<file path="config.mk">
export PLATFORM = sky130hd
export DESIGN_NAME = if_id_pipe_reg
export DESIGN_NICKNAME = d
export VERILOG_FILES = /design/src/rtl/if_id_pipe_reg.sv
export SDC_FILE = /design/constraint.sdc
export NUM_CORES = 1
export LEC_CHECK = 0
export CORE_ASPECT_RATIO = 1.1
export CORE_MARGIN = 4
export CORE_UTILIZATION = 45
export DETAILED_ROUTE_END_ITERATION = 8
export HOLD_SLACK_MARGIN = 0.12
export PLACE_DENSITY = 0.82
export SLEW_MARGIN = 10
export SYNTH_ARGS = -nofsm -noshare
export SYNTH_HDL_FRONTEND = slang
export SYNTH_SLANG_ARGS = --single-unit
</file>
<file path="constraint.sdc">
create_clock -name clk -period 5.8 [get_ports clk]
set_input_delay 1.74 -clock clk [delete_from_list [all_inputs] [get_ports clk]]
set_output_delay 1.74 -clock clk [all_outputs]
set_load 0.005 [all_outputs]
</file>
<file path="src/rtl/if_id_pipe_reg.sv">
// IF/ID pipeline register with a valid/ready handshake and a 2-entry skid buffer, so in_ready is registered.
// Flush inserts a NOP bubble. Optional stall/bubble counters are built when IF_ID_PERF_EN is defined.
module if_id_pipe_reg #(
    parameter int                  IR_SIZE  = 16,
    parameter int                  PC_SIZE  = 32,
    parameter logic [IR_SIZE-1:0]  NOP_WORD = '0,
    parameter logic [PC_SIZE-1:0]  RESET_PC = 32,
    parameter int                  CNT_W    = 16
) (
    input  logic               clk,
    input  logic               reset,
    input  logic               in_valid,
    output logic               in_ready,
    input  logic [IR_SIZE-1:0] in_ir,
    input  logic [PC_SIZE-1:0] in_pc,
    input  logic               flush,
    output logic               out_valid,
    input  logic               out_ready,
    output logic [IR_SIZE-1:0] out_ir,
    output logic [PC_SIZE-1:0] out_pc
`ifdef IF_ID_PERF_EN
    ,
    output logic [CNT_W-1:0]   stall_cnt,
    output logic [CNT_W-1:0]   bubble_cnt
`endif
);

    logic               main_valid_q, main_valid_d;
    logic [IR_SIZE-1:0] main_ir_q, main_ir_d;
    logic [PC_SIZE-1:0] main_pc_q, main_pc_d;
    logic               skid_valid_q, skid_valid_d;
    logic [IR_SIZE-1:0] skid_ir_q, skid_ir_d;
    logic [PC_SIZE-1:0] skid_pc_q, skid_pc_d;
    logic               in_ready_q, in_ready_d;
    logic               accept, pop;

    assign accept = in_valid && in_ready_q;
    assign pop    = main_valid_q && out_ready;

    always_comb begin
        main_valid_d = main_valid_q;
        main_ir_d    = main_ir_q;
        main_pc_d    = main_pc_q;
        skid_valid_d = skid_valid_q;
        skid_ir_d    = skid_ir_q;
        skid_pc_d    = skid_pc_q;
        if (flush) begin
            // main_pc keeps its value so the redirect point stays visible
            main_valid_d = 1'b0;
            main_ir_d    = NOP_WORD;
            skid_valid_d = 1'b0;
        end else if (!main_valid_q) begin
            if (accept) begin
                main_valid_d = 1'b1;
                main_ir_d    = in_ir;
                main_pc_d    = in_pc;
            end
        end else if (pop) begin
            if (skid_valid_q) begin
                main_ir_d    = skid_ir_q;
                main_pc_d    = skid_pc_q;
                skid_valid_d = 1'b0;
            end else if (accept) begin
                main_ir_d    = in_ir;
                main_pc_d    = in_pc;
            end else begin
                main_valid_d = 1'b0;
                main_ir_d    = NOP_WORD;
            end
        end else if (accept) begin
            skid_valid_d = 1'b1;
            skid_ir_d    = in_ir;
            skid_pc_d    = in_pc;
        end
        in_ready_d = !skid_valid_d;
    end

    always_ff @(posedge clk) begin
        if (!reset) begin
            main_valid_q <= 1'b0;
            main_ir_q    <= NOP_WORD;
            main_pc_q    <= RESET_PC;
            skid_valid_q <= 1'b0;
            in_ready_q   <= 1'b1;
        end else begin
            main_valid_q <= main_valid_d;
            main_ir_q    <= main_ir_d;
            main_pc_q    <= main_pc_d;
            skid_valid_q <= skid_valid_d;
            in_ready_q   <= in_ready_d;
        end
    end

    // Skid payload is only meaningful while skid_valid is set, so it needs no reset
    always_ff @(posedge clk) begin
        skid_ir_q <= skid_ir_d;
        skid_pc_q <= skid_pc_d;
    end

    assign in_ready  = in_ready_q;
    assign out_valid = main_valid_q;
    assign out_ir    = main_ir_q;
    assign out_pc    = main_pc_q;

`ifdef IF_ID_PERF_EN
    logic [CNT_W-1:0] stall_cnt_q, stall_cnt_d;
    logic [CNT_W-1:0] bubble_cnt_q, bubble_cnt_d;

    always_comb begin
        stall_cnt_d  = stall_cnt_q + {{(CNT_W-1){1'b0}}, (main_valid_q && !out_ready)};
        bubble_cnt_d = bubble_cnt_q + {{(CNT_W-1){1'b0}}, !main_valid_q};
    end

    always_ff @(posedge clk) begin
        if (!reset) begin
            stall_cnt_q  <= '0;
            bubble_cnt_q <= '0;
        end else begin
            stall_cnt_q  <= stall_cnt_d;
            bubble_cnt_q <= bubble_cnt_d;
        end
    end

    assign stall_cnt  = stall_cnt_q;
    assign bubble_cnt = bubble_cnt_q;
`endif

endmodule

</file>
==> results of run 1 <==
metrics by stage:
stage | worst slack (ns) | std cells | util | hold WS [ns]
after detailed placement | 1.15 | 555 | 0.559 | 0.463
final | 1.93 | 571 | 0.581 | 0.469
after global routing | 1.78 | 571 | 0.581 | 0.497
after CTS | 1.53 | 571 | 0.581 | 0.474
after global placement | 1.24 | 555 | 0.559 | 0.454
after floorplan | 1.14 | 374 | - | 0.460
registers in the layout (all words and copies together) (netlist names):
| name | flops |
|---|---|
| out_pc | 32 |
| skid_pc_q | 32 |
| out_ir | 16 |
| skid_ir_q | 16 |
| in_ready | 1 |
| out_valid | 1 |
| skid_valid_q | 1 |
Yosys cell counts (all sizes together):
cell type and n:
clkbuf 30, dfxtp 51, and3 16, o221ai 1, a21bo 30, a221o 30, o32ai 1, inv 3
a21boi 18, o211ai 16, buf 19, nor3 1, or3b 1, a22o 1, a31oi 1, edfxtp 48
nand3 17, a21o 1, a21oi 17, and3b 1, nand3b 31, nand2 4, nand2b 4, o211a 30
a32oi 1, o21ai 1
per-layer routing:
layer | GRT usage | vias to the layer above
met5 | 0 | -
met4 | 0.0432 | 0
met3 | 0.0401 | 6
met2 | 0.293 | 111
met1 | 0.256 | 1685
li1 | - | 1603
cells in the final DEF, fill, tap and decap left out, drive strengths merged, types with 16 or more instances in the layout:
master and n:
clkdlybuf4s50 102, dfxtp 51, edfxtp 48, nand3b 31, a21bo 30, a221o 30, o211a 30, a21boi 18
nand3 17, a21oi 17, and3 16, o211ai 16
final cells by class:
type | instances | area share
flip-flops and latches | 99 | 0.431
multi-input cells | 223 | 0.314
repair buffers | 110 | 0.189
well taps | 120 | 0.0262
clock buffers | 12 | 0.0254
clock inverters | 4 | 0.0129
inverters | 3 | 0.00197
cell families after synthesis:
group,count (synthesis)
compound gates,148
buf+inv,52
flops,99
simple gates,75
critical path: cells and delay by family:
family | cells | cell delay, ns
and+or+nand+nor | 2 | 1.40
AOI/OAI and AO/OA | 1 | 0.18
buffers and inverters | 2 | 0.75
report_power, final:
part	internal, mW	switching (mW)
Sequential	0.754	0.0135
Combinational	0.109	0.0735
Clock	0.256	0.231
Total	1.12	0.318
worst max path at each step:
stage | startpoint | end | slack (ns) | cells after the start
detailed placement | out_ready | out_pc[5] | 1.15 | 5
floorplan | in_valid | skid_ir_q[0] | 1.14 | 4
global route | out_ready | out_pc[5] | 1.78 | 5
CTS | out_ready | out_pc[5] | 1.53 | 5
finish | out_ready | out_pc[5] | 1.93 | 5
global placement | out_ready | out_pc[5] | 1.24 | 5
==> results by group, run 1 <==
Die
  – Site Rows: 38
  – Die Area: 11700 um^2
  – Die width: 103 um
  – Initial Util: 0.458
  – Core box area: 9840 um^2
  – Chip height: 113 um
  – Top Ports: 103

Critical path
  – Max Fanout on Critical Path: 35
  – CP Cell Sequence: clkdlybuf4s50_1 -> buf_4 -> nand2b_1 -> and3b_2 -> o221ai_1
  – Reg2reg end: out_pc[17]
  – Max incr delay on CP: 0.76 ns
  – FF-to-FF Start: skid_valid_q
  – CP max stage cell: and3b_2
  – R2R depth: 3
  – CP Launch Type: input port
  – Critical Path Sink Type: register
  – Data required, critical path: 6.01 ns
  – R2R Setup Slk: 2.89 ns
  – Critical path class: in2reg
  – Crit path DAT: 4.09 ns

Timing
  – Final number of setup-violating endpoints: 0
  – Tightest Pin Transition: 1.13 ns
  – Fin crit share: 0.668
  – Slew HR: 0.244
  – Min Tclk post-route: 3.87 ns
  – Unrepaired setup endpoints after global routing: no
  – Endpoints failing hold: 0
  – Clock skew: 0.00753 ns
  – F_max: 0.258 GHz
  – Fin. max-slew vios: 0
  – Setup TNS: 0 ns

Clock tree
  – Clock transition at path regs: 0.10 ns
  – CTS tree: built
  – Sink Count: 99
  – Setup Fix Bufs, Post-CTS: 0
  – CTS Buffer Depth: 2
  – H-tree levels: 3
  – CTS root buffer: clkbuf_8
  – CTS buffer count: 9
  – Hold_buf cts: 0
  – Worst-skew pair later-pin latency: 0.35 ns
  – Post-CTS sizing: 0

Pwr
  – Peak VDD IR: 153 uV
  – Total Power: 1.44 mW
  – Static Leak: 2.31 nW
  – Pwr dens: 251 nW/um^2

Global routing
  – Gr usage total: 0.184
  – Initial antenna violation count: 0
  – Largest net degree at the start of global routing: 73
  – First-pass GRT wire length: 17100 um
  – Grt ovf: 0
  – Vias in the first global route: 3474

Detailed routing
  – DR top layer: met4
  – Vias per std cell: 5.96
  – Drt drc: 0
  – Routed WL: 10600 um
  – Total number of vias: 3405
  – Iteration-0 DRC Markers: 255
  – Antenna-violating nets left: 0
  – Routed len/inst: 18.6 um
  – Wl on met1: 4750 um
  – Drt pass-1 iters: 4
  – Routed wl met3: 565 um
  – Met2 Wirelength: 5270 um

Synth
  – Synth top area cells: edfxtp_1 32%, dfxtp_1 23%, a21bo_2 6.7%, a221o_1 6.7%, o211a_1 6.7%
  – Synthesized net count: 427
  – Unique cell type count in the Yosys netlist: 29
  – Mean Syn Cell Area: 12.0 um^2
  – Cell accounting for the most synthesized area: edfxtp_1
  – Sequential cell area fraction in the yosys report: 0.547
  – #FFs+latches synth: 99
  – XOR/XNOR Fraction of Synth Area: 0
  – Adder-cell share of the synthesized area: 0
  – Yosys top cell area share: 0.320
  – Largest family of logic cells by synthesized area: compound AO/OA/AOI/OAI gates
  – Synth Area in Compound Gates: 0.290
  – Post-synthesis mux area share: 0
  – Synth Warn #: 0
  – Simple-gate share of the synthesized area: 0.107
  – Post-Syn Area: 4500 um^2
  – Cell count after synthesis: 374

Layout
  – Fillers: 796
  – Layout cells sized above 1: 0.126
  – Final Net Count: 499
  – Synth-to-layout area growth: 27.1%
  – Design Area, Final: 5720 um^2
  – Multi-input logic area: 1800 um^2
  – Storage cell area: 2460 um^2
  – Ant. Diodes: 0

Min path
  – Min-delay worst type: reg2reg
  – Min-Delay Path Depth: 2
  – Hold endpoint: out_ir[1]
  – HP Start: out_ir[1]

Place
  – Routability Congestion: 0.749
  – IO Port Bufs: 102
  – Dpl cell area: 5500 um^2
  – HPWL after DPL: 6610 um

Flow run
  – Max Cap Viol: 0

Run status
  – Status: finished, final reports clean
(Power assumes the default switching activity.)
==> run 2, diff against run 1 <==
clock period = 3.25 ns   (was 5.8 ns; I/O delays follow)
==> run 2 against run 1 <==
  * Combinational power up 82%
  * Clock skew up 0.0012 ns
  * Clock power up 92%
  * Design area up 1.3%
  * Sequential share of layout area down 0.56 points
  * Non-clock buffer count up 7
  * Setup slack worse by 1.3 ns
  * Clock-buffer cell count down 1
  * Routed wire length up 6.2%
  * Via count up 2.3%
  * Flip-flop and latch count unchanged
  * Critical path depth unchanged
==> results by group, run 2 (same netlist as run 1, synthesis figures left out) <==
Timing
  – F_max: 0.388 GHz
  – Unrepaired setup endpoints after global routing: no
  – Final number of setup-violating endpoints: 0
  – Setup TNS: 0 ns
  – Fin crit share: 0.793
  – Min Tclk post-route: 2.58 ns
  – Slew HR: 0.543
  – Endpoints failing hold: 0
  – Clock skew: 0.00878 ns
  – Tightest Pin Transition: 0.684 ns
  – Fin. max-slew vios: 0

Clock tree
  – Sink Count: 99
  – Clock transition at path regs: 0.10 ns
  – CTS root buffer: clkbuf_8
  – CTS tree: built
  – Hold_buf cts: 0
  – Worst-skew pair later-pin latency: 0.36 ns
  – CTS buffer count: 9
  – CTS Buffer Depth: 2
  – H-tree levels: 3
  – Setup Fix Bufs, Post-CTS: 0
  – Post-CTS sizing: 0

Die
  – Die width: 103 um
  – Initial Util: 0.458
  – Top Ports: 103
  – Site Rows: 38
  – Core box area: 9840 um^2
  – Chip height: 113 um
  – Die Area: 11700 um^2

Critical path
  – CP Launch Type: input port
  – R2R Setup Slk: 1.03 ns
  – Crit path DAT: 2.82 ns
  – FF-to-FF Start: out_valid
  – R2R depth: 5
  – Reg2reg end: out_ir[0]
  – Critical Path Sink Type: register
  – Data required, critical path: 3.49 ns
  – Critical path class: in2reg
  – Max Fanout on Critical Path: 35

Detailed routing
  – Drt drc: 0
  – Routed WL: 11300 um
  – Iteration-0 DRC Markers: 193
  – Total number of vias: 3482
  – Vias per std cell: 6.02
  – Routed len/inst: 19.5 um
  – Drt pass-1 iters: 5
  – Antenna-violating nets left: 0

Global routing
  – Vias in the first global route: 3498
  – Gr usage total: 0.192
  – Initial antenna violation count: 0
  – Grt ovf: 0
  – Largest net degree at the start of global routing: 59
  – First-pass GRT wire length: 17600 um

Layout
  – Storage cell area: 2460 um^2
  – Leading cell types in the layout, fill and taps excluded: 102 x clkdlybuf4s50_1, 49 x dfxtp_1, 48 x edfxtp_1
  – Synth-to-layout area growth: 28.8%
  – Final design utilization: 0.589
  – Final Net Count: 506
  – Commonest non-fill, non-tap cell in the layout: clkdlybuf4s50_1
  – Layout cells sized above 1: 0.142
  – Fillers: 809
  – Multi-input logic area: 1800 um^2
  – Ant. Diodes: 0

Pwr
  – Static Leak: 2.36 nW
  – Peak VDD IR: 272 uV
  – Pwr dens: 455 nW/um^2
  – Total Power: 2.64 mW

Place
  – IO Port Bufs: 102
  – HPWL after DPL: 7140 um
  – Routability Congestion: 0.797

Min path
  – Min-Delay Path Depth: 2
  – Hold endpoint: out_ir[1]
  – Min-delay worst type: reg2reg
  – HP Start: out_ir[1]

Run status
  – Status: finished, final reports clean

Flow run
  – Max Cap Viol: 0
==> run 2: worst max-delay path by stage <==
stage,startpoint,to,slack (ns),depth (start not counted)
finish,in_valid,out_ir[0],0.67,5
global route,in_valid,out_ir[2],0.53,5
CTS,in_valid,out_pc[5],0.59,4
detailed placement,in_valid,out_pc[5],0.21,4
global placement,in_valid,out_pc[5],0.28,4
floorplan,in_valid,skid_ir_q[0],0.05,4
==> run 2: cell type report <==
type	instances	area share
clock buffer	11	0.0244
clock inverter	5	0.0173
inverter	3	0.00194
multi-input combinational	223	0.310
sequential	99	0.425
tap	120	0.0259
timing repair buffer	117	0.196
==> run 2: routing by layer <==
layer / part of all wire / track usage / vias up
met5: 0 / 0 / -
met4: 0.021 / 0.0846 / 0
met3: 0.061 / 0.0339 / 21
met2: 0.48 / 0.307 / 148
met1: 0.44 / 0.254 / 1694
li1: - / - / 1619
==> run 2: worst max-delay path, cell delays in order <==
cell and delay (ns):
clkdlybuf4s50_1 0.51, buf_4 0.38, nand3b_1 0.56, nand3_1 0.27, a21oi_1 0.10
==> run 2: report_power, final <==
part	internal, mW	switching, mW
Combinational	0.197	0.135
Sequential	1.34	0.0246
Clock	0.531	0.405
==> run 2: per-stage QoR <==
| step | setup slack (ns) | hold slack (ns) | area [um^2] | cells |
|---|---|---|---|---|
| final | 0.672 | 0.473 | 5800 | 578 |
| after global routing | 0.527 | 0.509 | 5800 | 578 |
| after CTS | 0.590 | 0.472 | 5800 | 578 |
| after detailed placement | 0.215 | 0.461 | 5560 | 562 |
| after global placement | 0.283 | 0.449 | 5560 | 562 |
| after floorplan | 0.0475 | 0.460 | 4510 | 374 |
==> run 3, diff against run 2 <==
clock period = 2.1 ns   (was 3.25 ns; I/O delays follow)
==> run 3 against run 2 <==
  * Flip-flop and latch count is the same
  * Non-clock buffer count up 10
  * Register-to-register slack lost 0.63 ns
  * Cell count is 1.7% higher
  * Global-route usage up 0.28 points
  * Power is 43% higher
  * Clock power rose by 19%
  * Sequential power grew 55%
  * First-iteration DRC count is 5.7% lower
  * Worst hold slack lost 0.0055 ns
  * Die area unchanged
  * Setup slack lost 0.54 ns
  * Critical endpoint is now out_valid
  * Largest cell class unchanged
  * Largest power group unchanged
==> results by group, run 3 (same netlist as run 1, synthesis figures left out) <==
Critical path
  – CP max stage cell: clkdlybuf4s50_1
  – R2R Setup Slk: 0.40 ns
  – CP Launch Type: register
  – FF-to-FF Start: in_ready
  – Critical Path Sink Type: primary output
  – Reg2reg end: skid_pc_q[30]
  – R2R depth: 4
  – Crit-path leading delay family: buffers and inverters
  – Max incr delay on CP: 0.53 ns
  – WP buf/inv: 1
  – Crit path DAT: 1.33 ns
  – Critical path class: reg2out
  – Data required, critical path: 1.47 ns
  – Max Fanout on Critical Path: 15
  – CP Cell Sequence: clkdlybuf4s50_1

Place
  – Dpl cell area: 5670 um^2
  – IO Port Bufs: 102
  – Routability Congestion: 0.777
  – HPWL after DPL: 7320 um
  – Dpl ws: -0.122 ns

Layout
  – Ant. Diodes: 0
  – Leading cell types in the layout, fill and taps excluded: 102 x clkdlybuf4s50_1, 49 x dfxtp_1, 48 x edfxtp_1
  – Layout cells sized above 1: 0.158
  – Commonest non-fill, non-tap cell in the layout: clkdlybuf4s50_1
  – Final Net Count: 516
  – Design Area, Final: 5850 um^2
  – Synth-to-layout area growth: 30.0%

Pwr
  – Static Leak: 2.39 nW
  – Combinational share of power: 0.142
  – Total Power: 3.77 mW
  – Flop pwr share: 0.562
  – Sw frac: 0.232
  – Peak VDD IR: 343 uV
  – Clock Power Share: 0.296
  – Pint: 2.89 mW
  – Pwr dens: 644 nW/um^2
  – Switch Pwr: 873 uW

Timing
  – Clock skew: 0.00793 ns
  – Final WS setup: 0.136 ns
  – Fin crit share: 0.935
  – Unrepaired setup endpoints after global routing: no
  – Final number of setup-violating endpoints: 0
  – Min Tclk post-route: 1.96 ns
  – Fin. max-slew vios: 0
  – Tightest Pin Transition: 0.411 ns
  – Endpoints failing hold: 0
  – Slew HR: 0.726
  – F_max: 0.509 GHz

Min path
  – Min-delay worst type: reg2reg
  – Hold endpoint: out_ir[12]
  – Min-Delay Path Depth: 2
  – HP Start: out_ir[12]

Detailed routing
  – Iteration-0 DRC Markers: 182
  – Antenna-violating nets left: 0
  – Vias per std cell: 5.95
  – Routed len/inst: 19.1 um
  – Drt drc: 0
  – Drt pass-1 iters: 7
  – Total number of vias: 3496
  – Routed WL: 11200 um

Clock tree
  – Sink Count: 99
  – CTS Buffer Depth: 2
  – Worst-skew pair later-pin latency: 0.36 ns
  – Clock transition at path regs: 0.09 ns
  – Hold_buf cts: 0
  – CTS tree: built
  – H-tree levels: 3
  – CTS root buffer: clkbuf_8
  – CTS buffer count: 9

Die
  – Die Area: 11700 um^2
  – Chip height: 113 um
  – Initial Util: 0.458
  – Site Rows: 38
  – Die width: 103 um
  – Core box area: 9840 um^2
  – Top Ports: 103

Global routing
  – Grt ovf: 0
  – Vias in the first global route: 3478
  – First-pass GRT wire length: 17900 um
  – Initial antenna violation count: 0
  – Largest net degree at the start of global routing: 37
  – Gr usage total: 0.195

Flow run
  – Max Cap Viol: 0

Run status
  – Status: finished, final reports clean
-- run 3: changes by cell type in the layout (fill, tap and decap cells not counted) --
cell,previous run,this run
and3b_2,1,0
nand2b_4,0,1
dfxtp_4,0,1
bufinv_16,3,0
clkbuf_8,10,11
dfxtp_2,2,1
and3b_1,0,1
nand2b_1,4,3
buf_4,15,22
buf_12,0,3
clkbuf_1,1,2
clkinv_2,2,3
-- run 3: power by group through the flow --
stage	logic (mW)	registers, mW	clock network [mW]
after detailed placement	0.533	2.16	0
after CTS	0.535	2.12	1.14
final	0.536	2.12	1.11
after global routing	0.580	2.12	1.22
after global placement	0.520	2.16	0
after floorplan	0.256	2.16	0
-- run 3: final cells by class --
type,instances,area [um^2]
inverters,3,11.3
clock buffers,13,159
repair buffers,127,1250
fillers,783,3990
clock inverters,3,15.0
multi-input cells,223,1800
flip-flops and latches,99,2470
well taps,120,150
-- run 3: worst max-delay path by stage --
| stage | end | cells after the start | startpoint |
|---|---|---|---|
| floorplan | skid_ir_q[0] | 4 | out_ready |
| global placement | out_pc[3] | 5 | in_valid |
| detailed placement | out_pc[22] | 5 | in_valid |
| CTS | out_valid | 1 | out_valid |
| global route | out_valid | 1 | out_valid |
| finish | out_valid | 1 | out_valid |
-- run 3: metrics by stage --
stage	hold WS, ns	std cells	TNS, ns	util
5_1_grt	0.494	588	0	0.595
4_1_cts	0.469	587	0	0.594
3_5_place_dp	0.457	571	-6.90	0.576
2_1_floorplan	0.460	374	-25.99	-
6_report	0.468	588	0	0.595
3_3_place_gp	0.451	571	-4.84	0.576
-- run 3: metal layers --
layer	global-route usage	wire length, um	up-vias
met4	0.0630	150	0
met2	0.304	5410	134
li1	-	-	1633
met1	0.262	4910	1716
met5	0	0	-
met3	0.0536	767	13
-- run 3: repair_timing --
action / 4_1_cts / 5_1_grt
pin swaps: 0 / 0
buffers inserted: 0 / 1
resized for setup: 1 / 0
endpoints found under the setup margin: 1 / 1
